<file path="src/rtl/fwd_hazard_ctrl.sv">
// Execute-stage operand forwarding, load-use hazard detection and cache-miss wait FSM.
// Optional performance counters are built in when HAZARD_PERF_EN is defined.
module fwd_hazard_ctrl #(
  parameter int unsigned NUM_SRC      = 2,
  parameter int unsigned XLEN         = 32,
  parameter int unsigned MISS_TIMEOUT = 255
) (
  input  logic                    clk,
  input  logic                    rst_n,
  input  logic [NUM_SRC-1:0]      src_valid,
  input  logic [NUM_SRC*5-1:0]    src_reg,
  input  logic                    valid_m,
  input  logic                    load_m,
  input  logic [4:0]              dest_m,
  input  logic [4:0]              dest_w,
  input  logic [XLEN-1:0]         data_m,
  input  logic [XLEN-1:0]         data_w,
  input  logic                    valid_w,
  input  logic                    mem_busy,
  input  logic                    mem_done,
  input  logic                    flush,
  output logic [NUM_SRC-1:0]      fwd,
  output logic [NUM_SRC*XLEN-1:0] fwd_data,
  output logic                    stall,
  output logic                    miss_pend,
  output logic                    miss_timeout,
  output logic [31:0]             ld_use_cnt,
  output logic [31:0]             miss_cyc_cnt
);

  typedef enum logic {
    IDLE,
    MISS_WAIT
  } state_e;

  localparam logic [15:0] TIMEOUT_LIM = 16'(MISS_TIMEOUT);

  state_e      state_q, state_d;
  logic [15:0] wait_cnt_q, wait_cnt_d;
  logic        miss_pend_q, miss_pend_d;
  logic        miss_timeout_q, miss_timeout_d;
  logic        ld_hazard;
  logic        miss_entry;

  // Memory stage is checked first so a younger result always shadows writeback.
  always_comb begin
    fwd       = '0;
    fwd_data  = '0;
    ld_hazard = 1'b0;
    for (int unsigned i = 0; i < NUM_SRC; i++) begin
      if (src_valid[i] && !flush) begin
        if (valid_m && (dest_m != 5'd0) && (src_reg[5*i +: 5] == dest_m)) begin
          fwd[i]                   = !load_m;
          fwd_data[XLEN*i +: XLEN] = data_m;
          if (load_m) begin
            ld_hazard = 1'b1;
          end
        end else if (valid_w && (dest_w != 5'd0) && (src_reg[5*i +: 5] == dest_w)) begin
          fwd[i]                   = 1'b1;
          fwd_data[XLEN*i +: XLEN] = data_w;
        end
      end
    end
  end

  assign miss_entry = valid_m && load_m && mem_busy && !mem_done;

  always_comb begin
    state_d        = state_q;
    wait_cnt_d     = wait_cnt_q;
    miss_timeout_d = 1'b0;
    case (state_q)
      IDLE: begin
        if (miss_entry) begin
          state_d    = MISS_WAIT;
          wait_cnt_d = '0;
        end
      end
      MISS_WAIT: begin
        if (mem_done) begin
          state_d    = IDLE;
          wait_cnt_d = '0;
        end else if (wait_cnt_q == TIMEOUT_LIM) begin
          state_d        = IDLE;
          wait_cnt_d     = '0;
          miss_timeout_d = 1'b1;
        end else begin
          wait_cnt_d = wait_cnt_q + 16'd1;
        end
      end
      default: begin
        state_d    = IDLE;
        wait_cnt_d = '0;
      end
    endcase
    miss_pend_d = (state_d == MISS_WAIT);
  end

  always_ff @(posedge clk or negedge rst_n) begin
    if (!rst_n) begin
      state_q        <= IDLE;
      wait_cnt_q     <= '0;
      miss_pend_q    <= 1'b0;
      miss_timeout_q <= 1'b0;
    end else begin
      state_q        <= state_d;
      wait_cnt_q     <= wait_cnt_d;
      miss_pend_q    <= miss_pend_d;
      miss_timeout_q <= miss_timeout_d;
    end
  end

  assign stall        = ld_hazard || (state_q == MISS_WAIT) || ((state_q == IDLE) && miss_entry);
  assign miss_pend    = miss_pend_q;
  assign miss_timeout = miss_timeout_q;

`ifdef HAZARD_PERF_EN
  logic [31:0] ld_use_cnt_q, ld_use_cnt_d;
  logic [31:0] miss_cyc_cnt_q, miss_cyc_cnt_d;

  always_comb begin
    ld_use_cnt_d   = ld_use_cnt_q;
    miss_cyc_cnt_d = miss_cyc_cnt_q;
    if (ld_hazard && (ld_use_cnt_q != '1)) begin
      ld_use_cnt_d = ld_use_cnt_q + 32'd1;
    end
    if ((state_q == MISS_WAIT) && (miss_cyc_cnt_q != '1)) begin
      miss_cyc_cnt_d = miss_cyc_cnt_q + 32'd1;
    end
  end

  always_ff @(posedge clk or negedge rst_n) begin
    if (!rst_n) begin
      ld_use_cnt_q   <= '0;
      miss_cyc_cnt_q <= '0;
    end else begin
      ld_use_cnt_q   <= ld_use_cnt_d;
      miss_cyc_cnt_q <= miss_cyc_cnt_d;
    end
  end

  assign ld_use_cnt   = ld_use_cnt_q;
  assign miss_cyc_cnt = miss_cyc_cnt_q;
`else
  assign ld_use_cnt   = '0;
  assign miss_cyc_cnt = '0;
`endif

endmodule

</file>
<file path="config.mk">
export PLATFORM = sky130hd
export DESIGN_NAME = fwd_hazard_ctrl
export DESIGN_NICKNAME = d
export VERILOG_FILES = /design/src/rtl/fwd_hazard_ctrl.sv
export SDC_FILE = /design/constraint.sdc
export NUM_CORES = 1
export LEC_CHECK = 0
export ABC_AREA = 1
export CORE_MARGIN = 2
export CORE_UTILIZATION = 35
export CTS_BUF_LIST = sky130_fd_sc_hd__clkbuf_16
export DETAILED_ROUTE_END_ITERATION = 10
export PLACE_DENSITY = 0.74
export SLEW_MARGIN = 10
export SYNTH_ARGS = -nofsm -noshare
export SYNTH_HDL_FRONTEND = slang
export SYNTH_SLANG_ARGS = --single-unit
</file>
<file path="constraint.sdc">
create_clock -name clk -period 2.48 [get_ports clk]
set_input_delay 0.248 -clock clk [delete_from_list [all_inputs] [get_ports clk]]
set_output_delay 0.248 -clock clk [all_outputs]
set_load 0.1 [all_outputs]
</file>
# After elaboration in Yosys (flattened, before gate mapping)

Index checks and enable logic that the tools add are counted.

Add/sub/neg operators: 1
Eq/ne operators: 6
Mux-type cells: 29
Bitwise logic cells: 1
Reduce and logical (&&, ||, !) cells: 19

Operators with widths:

| kind                  | number |
|---|---|
| $mux 32               | 6 |
| $mux 16               | 3 |
| $pmux 16 s2           | 1 |
| $eq 5x5->1            | 4 |
| $mux 1                | 18 |
| $add 16x1->16 const B | 1 |
| $eq 16x8->1 const B   | 1 |
| $logic_and 1x1->1     | 12 |
| $reduce_bool 5->1     | 2 |
| $logic_not 1->1       | 3 |
| $logic_or 1x1->1      | 2 |
| $ne 2x2->1 const B    | 1 |
| $pmux 1 s2            | 1 |
| $not 1->1             | 1 |

Bits in registers: 18
Input port bits: 94
Output and inout bits: 133
Word-level logic and storage cells: 59

# Logic depth before layout (Yosys ltp)

Gate-level depths: netlist of run 1.

Depth after elaboration: 10
Mapped depth: 11
Depth with buffers taken out: 10

# Worst setup path after synthesis of run 1

Ideal clock, no wire load.

Path kind: reg2out
Start: register, netlist name miss_pend
End: output stall
Data arrival time: 2300 ps
Data required time: 2232 ps
Setup slack: -68 ps
Stages on the path, launching flop included: 5
Path buffers: 0
Cell sequence: dfrtp_1 -> inv_1 -> nand2_1 -> clkinv_1 -> nand3_1

RTL lines:

| item      | line | RTL |
|---|---|---|
| to (decl) | 24   | `output logic stall,` |

# Final worst setup path of run 1

Start: input src_reg[4]
End: output fwd_data[4]

Longest elaborated chain between the ends: 5
Elaborated cells on any way between the ends: 7
Classes of those cells: eq/ne (2); mux (3); reduce/logical (2)

RTL lines:

| item              | line | RTL |
|---|---|---|
| from (decl)       | 11   | `input logic [NUM_SRC*5-1:0] src_reg,` |
| $eq 5x5->1        | 58   | `end else if (valid_w && (dest_w != 5'd0) && (src_reg[5*i +: 5] == dest_w)) begin` |
| $logic_and 1x1->1 | 58   |  |
| $mux 32           | 58   |  |
| $mux 32 *         | 52   | `if (valid_m && (dest_m != 5'd0) && (src_reg[5*i +: 5] == dest_m)) begin` |
| $mux 32 *         | 51   | `if (src_valid[i] && !flush) begin` |
| to (decl)         | 23   | `output logic [NUM_SRC*XLEN-1:0] fwd_data,` |

Every way passes the cells marked *; elsewhere a longest branch is shown, timed or not.

==> summary.txt, run 1 <==
Outcome
  – Status: completed

Finish
  – Post-Layout Cell Count: between 1000 and 1500
  – Layout area overhead: 62.54%
  – Fin util: 0.5759
  – Reg area: 450.4 µm²
  – Number of fill cells in the layout: approximately 1100
  – Antenna diode count: 0
  – Layout cells sized above 1: 0.1863
  – Layout net count: 1020
  – Multi-input logic area: 2728 µm²

Drt
  – DR DRC count: 0
  – Vias per cell: 4.733
  – Routed Wire Length: ~14000 µm
  – Starting DRT DRC Count: 317
  – DRT antenna net count: 0
  – Wire per inst: roughly 13 µm
  – Pre-Repair DR Iteration Count: 7
  – Vias: roughly 5000

Pwr
  – Leakage: 3.090 nW
  – Clock power frac: 0.189
  – Combinational share of power: 0.625
  – Peak VDD IR: 0.4705 mV
  – Tot Pwr: around 1.7 mW
  – Flop pwr share: 0.186
  – Psw: 0.8937 mW
  – Power Dens Cells: 256.5 nW/µm²
  – Internal Power: 0.7788 mW
  – Sw Share: 0.5344

Die
  – Core Region: 11320 µm²
  – DIE WIDTH: 111.1 µm
  – IO Pins: 227
  – Row count: 39
  – Die Outline Area: 12330 µm²
  – Starting Density: 0.3543
  – Die Ht: 111.1 µm

Global routing
  – Largest net degree at the start of global routing: 35
  – Remaining global-route overflow: 0
  – Vias in the first global route: 4559
  – Antenna violations before repair: 0
  – GRT Total Usage: 0.2161
  – First-pass GRT wire length: 22290 µm

Synthesis
  – Ys async rst share: 1.000
  – Synth Area per Inst: around 5 µm²
  – Post-synthesis adder-cell area fraction: 0.003119
  – Post-Synth Simple-Gate Area: 0.5362
  – Top post-synthesis cells by area: nand2_1, nand3_1, inv_1, buf_4, dfrtp_1
  – Synth Flop Type: dfrtp_1
  – Synthesized instance count: 782
  – Number of flops mapped to enable cells by yosys: 0
  – Largest family of logic cells by synthesized area: simple AND/OR/NAND/NOR gates
  – Post-synthesis cell type count: 27
  – #FFs+latches synth: 18
  – Most frequent cell after synthesis: nand2_1
  – Post-synth top area share: 0.2133
  – Yosys Warn Count: 0
  – Largest area contributor in the netlist: nand2_1
  – Post-Syn Area: 4011 µm²
  – Seq/Total Area, Yosys: 0.1123
  – Post-synthesis mux area share: 0
  – Synth cell count leaders: nand2_1, inv_1, nand3_1
  – Synth Area in XOR/XNOR: 0.02183
  – Complex-gate fraction of the synthesized area: 0.01653

Setup path
  – CP max FO: 13
  – RR Startpoint: wait_cnt_q[0]
  – CP Class: in2out
  – Worst setup SP type: input pin
  – Worst endpoint required time: 2.23 ns
  – Crit. End Element: output port
  – Arrival @ worst endpoint: 1.99 ns
  – Critical path origin: src_reg[4]

CTS
  – Post-cts resize count: 0
  – Bufs on Longest Clock Path: 2
  – Skew-Pair Late Insertion Delay: 0.25 ns
  – CTS HTree Levels: 1
  – Worst-path clk slew: 0.05 ns
  – Total setup buffers inserted after CTS: 0
  – Cts hold-fix bufs: 0
  – CTS tree: yes
  – CTS Buf Count: 3
  – # clock sinks: 18
  – Clock root buffer: clkbuf_16

Timing
  – Final Worst Setup Slack: 0.2397 ns
  – Final Max Tran Viols: 0
  – Period minus WS final: roughly 2.2 ns
  – Unrepaired setup endpoints after global routing: false
  – Slew headroom: 0.4515
  – Slew @ Worst Pin: 0.8202 ns
  – Clock skew: 0.004196 ns
  – F_max: about 450 MHz
  – Fin Setup TNS: 0 ns
  – Final period util: 0.9034
  – Final setup vio count: 0
  – Fin. Hold Viols: 0

Placement
  – Pre-CTS setup slack: around 0.22 ns
  – DPL Wire Length: between 10000 and 15000 µm
  – Placer Congestion: 0.8770
  – Port bufs: 162
  – Post-Place Cells: ~1100

Min path
  – Min-Delay Path Class: in2async

Run
  – Max Cap Violations: 0
## cells in the final DEF, fill, tap and decap left out, types with 8 or more instances in the layout
cell,count
buf_4,9
dfrtp_1,18
nand4_1,39
nand2_1,228
nor2_2,68
nor2_1,25
clkdlybuf4s50_1,93
nand3_1,116
conb_1,64
inv_1,139
xor2_1,8
buf_12,77
## stage by stage
step	instance area, µm²	hold WS [ns]
2_1_floorplan	4410	-0.04759
3_3_place_gp	6445	0.4847
3_5_place_dp	6445	0.4977
4_1_cts	6520	0.5024
5_1_grt	6520	0.5215
6_report	6520	0.4744
## sequential cells by signal (all words and copies together), names as in the netlist
signal	cells
miss_timeout	1
wait_cnt_q	16
miss_pend	1
## cell families (layout without fill, tap and decap cells)
kind of cell | after synthesis | in the layout
fa+ha+maj | 1 | 1
other cells | 1 | 64
buf+inv | 250 | 328
simple gates | 491 | 491
xor+xnor | 10 | 10
flops | 18 | 18
compound gates | 11 | 11
## cell type report
class,instances,area share
multi-input combinational,577,0.4183
clock buffer,3,0.01151
timing repair buffer,179,0.3896
tap,143,0.02744
sequential,18,0.06908
inverter,146,0.08405
## metal layers
metal / vias to the layer above / wire (µm) / track usage
met3: 29 / 824 / 0.02187
met4: 0 / 442 / 0.07243
li1: 2542 / - / -
met5: - / 0 / 0
met2: 220 / 6980 / 0.4033
met1: 2254 / 5498 / 0.2579
## final timing paths
check                                endpoint  cells past startpoint  slack, ns
worst max-delay path              fwd_data[4]                     13       0.24
worst min-delay path            wait_cnt_q[2]                      1       0.47
worst max register to register  wait_cnt_q[5]                     10       0.61
worst min register to register      miss_pend                      1       0.50
max in group asynchronous       wait_cnt_q[9]                      1       1.50
min in group clk                    miss_pend                      1       0.50
## critical path, stage by stage
cell and delay [ns]:
clkdlybuf4s50_1 0.53, inv_1 0.06, nand2_1 0.05, nand2_1 0.06
clkinv_1 0.05, nand2_1 0.07, nor2_4 0.15, nand3_4 0.10
buf_4 0.20, nand2_1 0.08, inv_1 0.04, nor2_2 0.15
buf_12 0.20
## power groups by stage
stage | sequential, mW | clock [mW] | combinational (mW)
after global routing | 0.313 | 0.342 | 1.10
after floorplan | 0.320 | 0 | 0.804
after global placement | 0.315 | 0 | 1.04
after CTS | 0.311 | 0.328 | 1.05
final | 0.311 | 0.316 | 1.05
after detailed placement | 0.315 | 0 | 1.04
No activity file was read; power rests on OpenSTA's default activity.
==> run 2: changes to the inputs <==
--- a/config.mk
+++ b/config.mk
@@ -6,7 +6,6 @@
 export NUM_CORES = 1
 export LEC_CHECK = 0
 export ABC_AREA = 1
-export CORE_MARGIN = 2
 export CORE_UTILIZATION = 35
 export CTS_BUF_LIST = sky130_fd_sc_hd__clkbuf_16
 export DETAILED_ROUTE_END_ITERATION = 10
==> run 2 against run 1 <==
Against the previous run:
- die area is 3.6% lower
- global-route usage is 2.2 points higher
- final cell count stayed put
- combinational power hardly changed
- worst setup slack worse by 0.045 ns
- worst hold slack better by 0.0066 ns
- critical endpoint is now fwd_data[15]
- largest cell class unchanged
- largest power group unchanged
==> summary.txt, run 2 (same netlist as run 1, synthesis figures left out) <==
Outcome
  – Status: completed

Timing
  – Slew headroom: 0.4376
  – Slew @ Worst Pin: 0.8410 ns
  – F_max: 437.6 MHz
  – Unrepaired setup endpoints after global routing: false
  – Final Max Tran Viols: 0
  – Fin. Hold Viols: 0
  – Period minus WS final: between 2 and 2.5 ns
  – Clock skew: 0.003330 ns
  – Fin Setup TNS: 0 ns
  – Final Worst Setup Slack: 0.1950 ns
  – Final period util: 0.9214
  – Final setup vio count: 0

Pwr
  – Power Dens Cells: 259.2 nW/µm²
  – Leakage: 3.097 nW
  – Peak VDD IR: 0.3663 mV

Setup path
  – Arrival @ worst endpoint: 2.04 ns
  – CP Class: in2out
  – Crit. End Element: output port
  – Worst endpoint required time: around 2.2 ns
  – Most used cell, CP: nand2_1
  – Worst path max stage delay: approximately 0.53 ns
  – CP cell instances: clkdlybuf4s50_1 > inv_2 > nand2_1 > nand2_1 > clkinv_1 > nand2_1 > nor2_4 > nand3_4 > buf_4 > nand2_1 > inv_1 > nor2_2 > buf_12
  – CP max FO: 21
  – Cell count of the worst reg-to-reg path: 10
  – RR Startpoint: wait_cnt_q[0]
  – Worst reg2reg setup slack: 0.61 ns
  – Crit-path slowest cell: clkdlybuf4s50_1
  – Worst setup SP type: input pin
  – Reg-to-reg endpoint: wait_cnt_q[5]

Drt
  – Routed Wire Length: 14150 µm
  – DR DRC count: 0
  – Starting DRT DRC Count: 358
  – Vias: 5096
  – Pre-Repair DR Iteration Count: 6
  – Wire per inst: 13.27 µm
  – Vias per cell: 4.780
  – DRT antenna net count: 0

Finish
  – Commonest non-fill, non-tap cell in the layout: nand2_1
  – Antenna diode count: 0
  – Number of flip-flops in the largest register: 16
  – Layout net count: 1022
  – Most frequent cells in the layout: nand2_1, inv_1, nand3_1, clkdlybuf4s50_1, buf_12
  – Top reg by flops: wait_cnt_q
  – Layout cells sized above 1: 0.1879
  – Layout area overhead: 62.29%

Placement
  – Placer Congestion: 0.9213
  – DPL Wire Length: 10610 µm
  – Pre-CTS setup slack: 0.1785 ns
  – Port bufs: 162

Global routing
  – Largest net degree at the start of global routing: 47
  – First-pass GRT wire length: 22700 µm
  – Remaining global-route overflow: 0
  – GRT Total Usage: 0.2384
  – Vias in the first global route: roughly 4700
  – Antenna violations before repair: 0

CTS
  – Total setup buffers inserted after CTS: 0
  – Skew-Pair Late Insertion Delay: 0.25 ns
  – Worst-path clk slew: 0.05 ns
  – Cts hold-fix bufs: 0
  – CTS tree: yes
  – Clock root buffer: clkbuf_16
  – Bufs on Longest Clock Path: 2
  – CTS Buf Count: 3
  – Post-cts resize count: 0
  – # clock sinks: 18
  – CTS HTree Levels: 1

Min path
  – Min-Delay Path Class: in2async

Die
  – Starting Density: 0.3652
  – Row count: 38
  – IO Pins: between 200 and 250
  – Die Ht: 109.1 µm
  – Core Region: between 10000 and 15000 µm²
  – DIE WIDTH: 109.1 µm
  – Die Outline Area: ~12000 µm²

Run
  – Max Cap Violations: 0
[run 2: cell count changes in the layout (fill, tap and decap cells not counted), sizes merged]
cell / change
clkinv: +1
buf: +2
[run 2: worst max-delay path by stage]
| stage | start | end | slack [ns] | cells after the start |
|---|---|---|---|---|
| 6_report | dest_m[0] | fwd_data[15] | 0.19 | 13 |
| 2_1_floorplan | dest_w[4] | fwd[0] | 0.03 | 7 |
| 5_1_grt | dest_m[0] | fwd_data[3] | 0.07 | 13 |
| 3_5_place_dp | dest_m[0] | fwd_data[15] | 0.18 | 13 |
| 3_3_place_gp | src_reg[4] | fwd_data[15] | 0.22 | 13 |
| 4_1_cts | dest_m[0] | fwd_data[15] | 0.18 | 13 |
[run 2: worst max-delay path: cells and delay by family]
family,cells,cell delay (ns)
and+or+nand+nor,7,0.69
buffers and inverters,6,1.09
[run 2: stage by stage]
stage                     total power [mW]  hold slack [ns]  instance area [µm²]  std cells    util
final                                1.688           0.4810                 6510       1066  0.5927
after global routing                 1.764           0.5436                 6510       1066  0.5927
after CTS                            1.688           0.5037                 6510       1066  0.5927
after detailed placement             1.358           0.4907                 6431       1062  0.5856
after global placement               1.353           0.4942                 6431       1062  0.5856
after floorplan                      1.124         -0.04759                 4410        845       -
[run 2: layout make-up]
type	count	area [µm²]
clock buffers	3	75.07
clock inverters	1	3.754
flip-flops and latches	18	450.4
repair buffers	181	2530
multi-input cells	577	2728
inverters	146	548.0
well taps	140	175.2
fillers	1047	4473
[run 2: report_power, final]
part | switching (mW) | leakage, nW | internal, mW
logic | 0.785 | 2.81 | 0.263
registers | 0.00810 | 0.250 | 0.302
clock network | 0.115 | 0.0385 | 0.215
total | 0.908 | 3.10 | 0.780
[run 2: metal layers]
layer  global-route usage  part of all wire  vias to the layer above
met2               0.4367              0.50                      257
met3              0.03467             0.081                       25
met1               0.2801              0.40                     2267
met4              0.08108             0.026                        0
met5                    0                 0                        -
li1                     -                 -                     2547
